==> src/rtl/param_shift_reg.sv <==
// Parameterised shift/rotate register with a serial-transfer burst controller.
// In IDLE the register performs the operation chosen by mode_21 each edge.
// A start_21 pulse loads din_21 and then shifts the word out LSB-first over
// exactly WIDTH edges. The shifts fill from MSBin_21. A done_21 pulse
// follows the last shift.
module param_shift_reg #(
  parameter int WIDTH = 8
) (
  input  logic                         clk_21,
  input  logic                         rst_21,
  input  logic [2:0]                   mode_21,
  input  logic [WIDTH-1:0]             din_21,
  input  logic                         MSBin_21,
  input  logic                         LSBin_21,
  input  logic                         start_21,
  output logic [WIDTH-1:0]             dout_21,
  output logic                         MSBout_21,
  output logic                         LSBout_21,
  output logic                         busy_21,
  output logic                         done_21,
  output logic [$clog2(WIDTH+1)-1:0]   cnt_21
);

  localparam int CW = $clog2(WIDTH + 1);

  localparam logic [CW-1:0] CNT_LOAD = CW'(WIDTH);
  localparam logic [CW-1:0] CNT_ONE  = CW'(1);
  localparam logic [CW-1:0] CNT_ZERO = {CW{1'b0}};

  localparam logic [2:0] MODE_HOLD = 3'd0;
  localparam logic [2:0] MODE_SHR  = 3'd1;
  localparam logic [2:0] MODE_SHL  = 3'd2;
  localparam logic [2:0] MODE_LOAD = 3'd3;
  localparam logic [2:0] MODE_ROR  = 3'd4;
  localparam logic [2:0] MODE_ROL  = 3'd5;
  localparam logic [2:0] MODE_ASR  = 3'd6;
  localparam logic [2:0] MODE_RSVD = 3'd7;

  typedef enum logic [0:0] {
    IDLE = 1'b0,
    XFER = 1'b1
  } state_t;

  state_t             state_r;
  state_t             state_s;
  logic [WIDTH-1:0]   dout_r;
  logic [WIDTH-1:0]   dout_s;
  logic [CW-1:0]      cnt_r;
  logic [CW-1:0]      cnt_s;
  logic               busy_r;
  logic               busy_s;
  logic               done_r;
  logic               done_s;

  // Next-state, next-data and next-counter decode for both controller states.
  always_comb begin
    state_s = state_r;
    dout_s  = dout_r;
    cnt_s   = cnt_r;
    done_s  = 1'b0;
    case (state_r)
      IDLE: begin
        if (start_21) begin
          // The load edge ignores mode_21 entirely.
          dout_s  = din_21;
          cnt_s   = CNT_LOAD;
          state_s = XFER;
        end else begin
          cnt_s = CNT_ZERO;
          case (mode_21)
            MODE_HOLD: dout_s = dout_r;
            MODE_SHR:  dout_s = {MSBin_21, dout_r[WIDTH-1:1]};
            MODE_SHL:  dout_s = {dout_r[WIDTH-2:0], LSBin_21};
            MODE_LOAD: dout_s = din_21;
            MODE_ROR:  dout_s = {dout_r[0], dout_r[WIDTH-1:1]};
            MODE_ROL:  dout_s = {dout_r[WIDTH-2:0], dout_r[WIDTH-1]};
            MODE_ASR:  dout_s = {dout_r[WIDTH-1], dout_r[WIDTH-1:1]};
            MODE_RSVD: dout_s = dout_r;
            default:   dout_s = dout_r;
          endcase
        end
      end
      XFER: begin
        // start_21 and mode_21 have no effect once a burst is running.
        dout_s = {MSBin_21, dout_r[WIDTH-1:1]};
        cnt_s  = cnt_r - CNT_ONE;
        if (cnt_r == CNT_ONE) begin
          state_s = IDLE;
          done_s  = 1'b1;
        end else begin
          state_s = XFER;
        end
      end
      default: begin
        state_s = IDLE;
        cnt_s   = CNT_ZERO;
      end
    endcase
  end

  // busy mirrors the state being entered, so it is registered with the state.
  always_comb begin
    busy_s = 1'b0;
    if (state_s == XFER) begin
      busy_s = 1'b1;
    end else begin
      busy_s = 1'b0;
    end
  end

  // State and datapath registers; reset clears everything without a clock.
  always_ff @(posedge clk_21 or posedge rst_21) begin
    if (rst_21) begin
      state_r <= IDLE;
      dout_r  <= {WIDTH{1'b0}};
      cnt_r   <= CNT_ZERO;
      busy_r  <= 1'b0;
      done_r  <= 1'b0;
    end else begin
      state_r <= state_s;
      dout_r  <= dout_s;
      cnt_r   <= cnt_s;
      busy_r  <= busy_s;
      done_r  <= done_s;
    end
  end

  assign dout_21   = dout_r;
  assign MSBout_21 = dout_r[WIDTH-1];
  assign LSBout_21 = dout_r[0];
  assign busy_21   = busy_r;
  assign done_21   = done_r;
  assign cnt_21    = cnt_r;

endmodule

==> config.mk <==
export PLATFORM = sky130hd
export DESIGN_NAME = param_shift_reg
export DESIGN_NICKNAME = d
export VERILOG_FILES = /design/src/rtl/param_shift_reg.sv
export SDC_FILE = /design/constraint.sdc
export NUM_CORES = 1
export LEC_CHECK = 0
export ABC_CLOCK_PERIOD_IN_PS = 1650
export BUFFER_PORTS_ARGS = -buffer_cell sky130_fd_sc_hd__buf_2
export CAP_MARGIN = 15
export CORE_MARGIN = 2
export CORE_UTILIZATION = 49
export CTS_BUF_LIST = sky130_fd_sc_hd__clkbuf_16
export DETAILED_ROUTE_END_ITERATION = 16
export GPL_TIMING_DRIVEN = 0
export PLACE_DENSITY_LB_ADDON = 0.12
export REMOVE_ABC_BUFFERS = 1
export SETUP_SLACK_MARGIN = 0.02
export SLEW_MARGIN = 40
export SYNTH_ARGS = -nofsm -noshare
export SYNTH_HDL_FRONTEND = slang
export SYNTH_SLANG_ARGS = --single-unit
export TNS_END_PERCENT = 5
==> constraint.sdc <==
create_clock -name clk_21 -period 1.65 [get_ports clk_21]
set_input_delay 0.2475 -clock clk_21 [delete_from_list [all_inputs] [get_ports clk_21]]
set_output_delay 0.2475 -clock clk_21 [all_outputs]
set_load 0.01 [all_outputs]
==> results.yml <==
logic_synthesis:
  synth_edf_count: 0
  yosysUniqueCellTypes: 32
  synth-seq-cells: 14
  synth_area_leaders: "dfrtp_1 37%, a31oi_1 5.3%, a22oi_1 4.7%"
  avgSynthCellArea_sq_um: 9.21
  synth_cells: 103
  synth.largest_area_cell: "dfrtp_1"
  synth_seq_area_share_pct: 36.9
  post-synth-top-count-cell: "dfrtp_1"
  synth_top_area_share_pct: 36.9
  synthesis.area_sq_um: 948
  synth_top_cells_by_count: "14 x dfrtp_1, 12 x nor2_1, 8 x a31oi_1"
  yosys_most_used_dff: "dfrtp_1"
  yosysWarnings: 0
  synthArstFlopShare_pct: 100
routing:
  ant_nets: 0
  postRouteWirelength_um: 2210
  drt-pass1-iter-count: 4
  avgRoutedWirePerCell_um: 14.5
  vias: 898
  viasPerCell: 5.87
  initialDrtViolationCount: 26
  drc: 0
sta:
  slew_headroom_pct: 63.0
  drv_slew: 0
  fin_skew_ns: 0.00113
  min_period_ns: 1.47
  holdWs_ns: 0.0529
  worst_pin_slew_ns: 0.554
  finalHoldViolCount: 0
  rsz0062_at_grt: "no"
  finalCritPeriodShare_pct: 89.0
  setup_violations: 0
  max_freq_mhz: 681
die:
  dieArea_sq_um: 2300
  row_count: 15
  pin_count: 32
  die_y_um: 48.0
  die-width_um: 48.0
  core_sq_um: 1760
  start_util_pct: 53.8
worst_setup_path:
  reg2regPathDepth: 4
  reg2reg_to: "dout_21[0]$_DFFE_PP0P_"
  crit_end: "dout_21[0]$_DFFE_PP0P_"
  startpoint_type: "flip-flop"
  cp_slowest_cell: "dfrtp_2"
  worst-endpoint-arrival_ns: 1.62
  reg2reg_slack_ns: 0.18
  crit_required_ns: 1.81
  max_stage_delay_ns: 0.54
  cp_max_fo: 19
  crit_path_end_kind: "flip-flop"
  setup.worst_path.start: "busy_21$_DFF_PP0_"
  crit_chain: "or2_1, a2111oi_2, a31oi_1, a31oi_1"
  worst_path_most_repeated_cell: "a31oi_1"
  critPathKind: "flip-flop to flip-flop"
  rr_startpoint: "busy_21$_DFF_PP0_"
clock_tree:
  cts_max_level: 1
  cts_hold_buf: 0
  cts_resized: 2
  clk_latency_ns: 0.24
  cts_made_buffers: 3
  clk_pin_slew_ns: 0.04
  cts_tree: "yes"
  clock_path_buffers: 2
  cts_root_buf: "clkbuf_16"
  clock_sinks: 14
  postCtsSetupRepairBufs: 0
placed_design:
  dpl_cell_area_sq_um: 1070
  gp_congestion: 0.765
  dp_hpwl_um: 1540
  port_buffers: 31
min_path:
  min_path_type: "input port to async pin"
global_routing:
  overflow: 0
  grt_pass1_wl_um: 3480
  grt_max_degree: 20
  grt.total_usage_pct: 21.8
  grt_pass1_vias: 800
  antenna_found_initial: 0
final_layout:
  area_delta_synth_final_pct: 22.2
  final_area_sq_um: 1160
  n_antenna_cell: 0
  drive_gt1_share_pct: 31.3
  nNetsFinal: 148
  fin_util_pct: 65.7
power_and_ir_drop:
  power.leakage_nw: 0.519
  power-per-cell-area_nw_per_um2: 1830
  ir_drop_mv: 0.920
status:
  status: "finished, final reports clean"
flow_run:
  max-cap-violations: 0
==> sequential cells by signal, indices dropped and copies added, names as in the netlist <==
signal	flops
done_21	1
busy_21	1
cnt_21	4
dout_21	8
==> kinds of logic after synthesis <==
group           after synthesis  synth area share [%]
compound gates               35                  27.8
xor+xnor                      2                  1.85
fa+ha+maj                     2                  2.64
buf+inv                      12                  7.52
flops                        14                  36.9
mux                           6                  6.60
simple gates                 32                  16.6
==> metrics by stage <==
stage / setup slack, ns / cells / total power, mW / TNS, ns
3_3_place_gp: -0.295 / 150 / 1.64 / -2.09
3_5_place_dp: -0.302 / 150 / 1.67 / -1.99
6_report: 0.181 / 153 / 2.12 / 0
4_1_cts: 0.0400 / 153 / 2.14 / 0
2_1_floorplan: 0.0895 / 94 / 1.32 / 0
5_1_grt: 0.0924 / 153 / 2.29 / 0
==> per-layer routing <==
metal / GRT usage (%) / vias up / share of wire (%)
met3: 3.40 / 2 / 6.5
met2: 38.7 / 34 / 50
met5: 0 / - / 0
li1: - / 440 / -
met4: 8.65 / 0 / 0.54
met1: 26.0 / 422 / 43
==> cell type report <==
type	instances	area [sq um]
Multi-Input combinational cell	77	534
Tap cell	25	31.3
Fill cell	165	606
Clock buffer	3	75.1
Timing Repair Buffer	31	155
Sequential cell	14	352
Inverter	3	11.3
==> how the worst min path moves through the flow <==
stage / cells past startpoint / slack [ns] / end
2_1_floorplan: 1 / 0.14 / busy_21$_DFF_PP0_
3_3_place_gp: 2 / 0.31 / dout_21[1]$_DFFE_PP0P_
3_5_place_dp: 2 / 0.32 / dout_21[3]$_DFFE_PP0P_
4_1_cts: 2 / 0.06 / dout_21[3]$_DFFE_PP0P_
5_1_grt: 2 / 0.11 / dout_21[3]$_DFFE_PP0P_
6_report: 2 / 0.05 / dout_21[3]$_DFFE_PP0P_
==> critical path, delay by kind of cell (launching register included) <==
family	cells	cell delay, ns
AND/OR/NAND/NOR	1	0.29
AO/OA/AOI/OAI	3	0.55
flip-flops	1	0.54
==> where the power goes <==
part | leakage (nW) | switching (mW) | total [mW] | internal (mW)
Clock | 0.0370 | 0.125 | 0.441 | 0.316
Sequential | 0.165 | 0.274 | 0.799 | 0.525
Combinational | 0.318 | 0.432 | 0.884 | 0.452
==> cell usage in the layout (no fill, tap or decap), types with 3 or more instances in the layout <==
| cell | n |
|---|---|
| nor2_1 | 11 |
| inv_1 | 3 |
| nor3_1 | 4 |
| clkbuf_16 | 3 |
| a21oi_1 | 4 |
| dfrtp_1 | 13 |
| a22oi_1 | 6 |
| nand2_1 | 4 |
| a31oi_1 | 8 |
| mux2i_1 | 4 |
| buf_2 | 31 |
| o21a_1 | 5 |
| o221ai_1 | 4 |
| nor2b_1 | 5 |
Power figures use the tool's default switching activity.
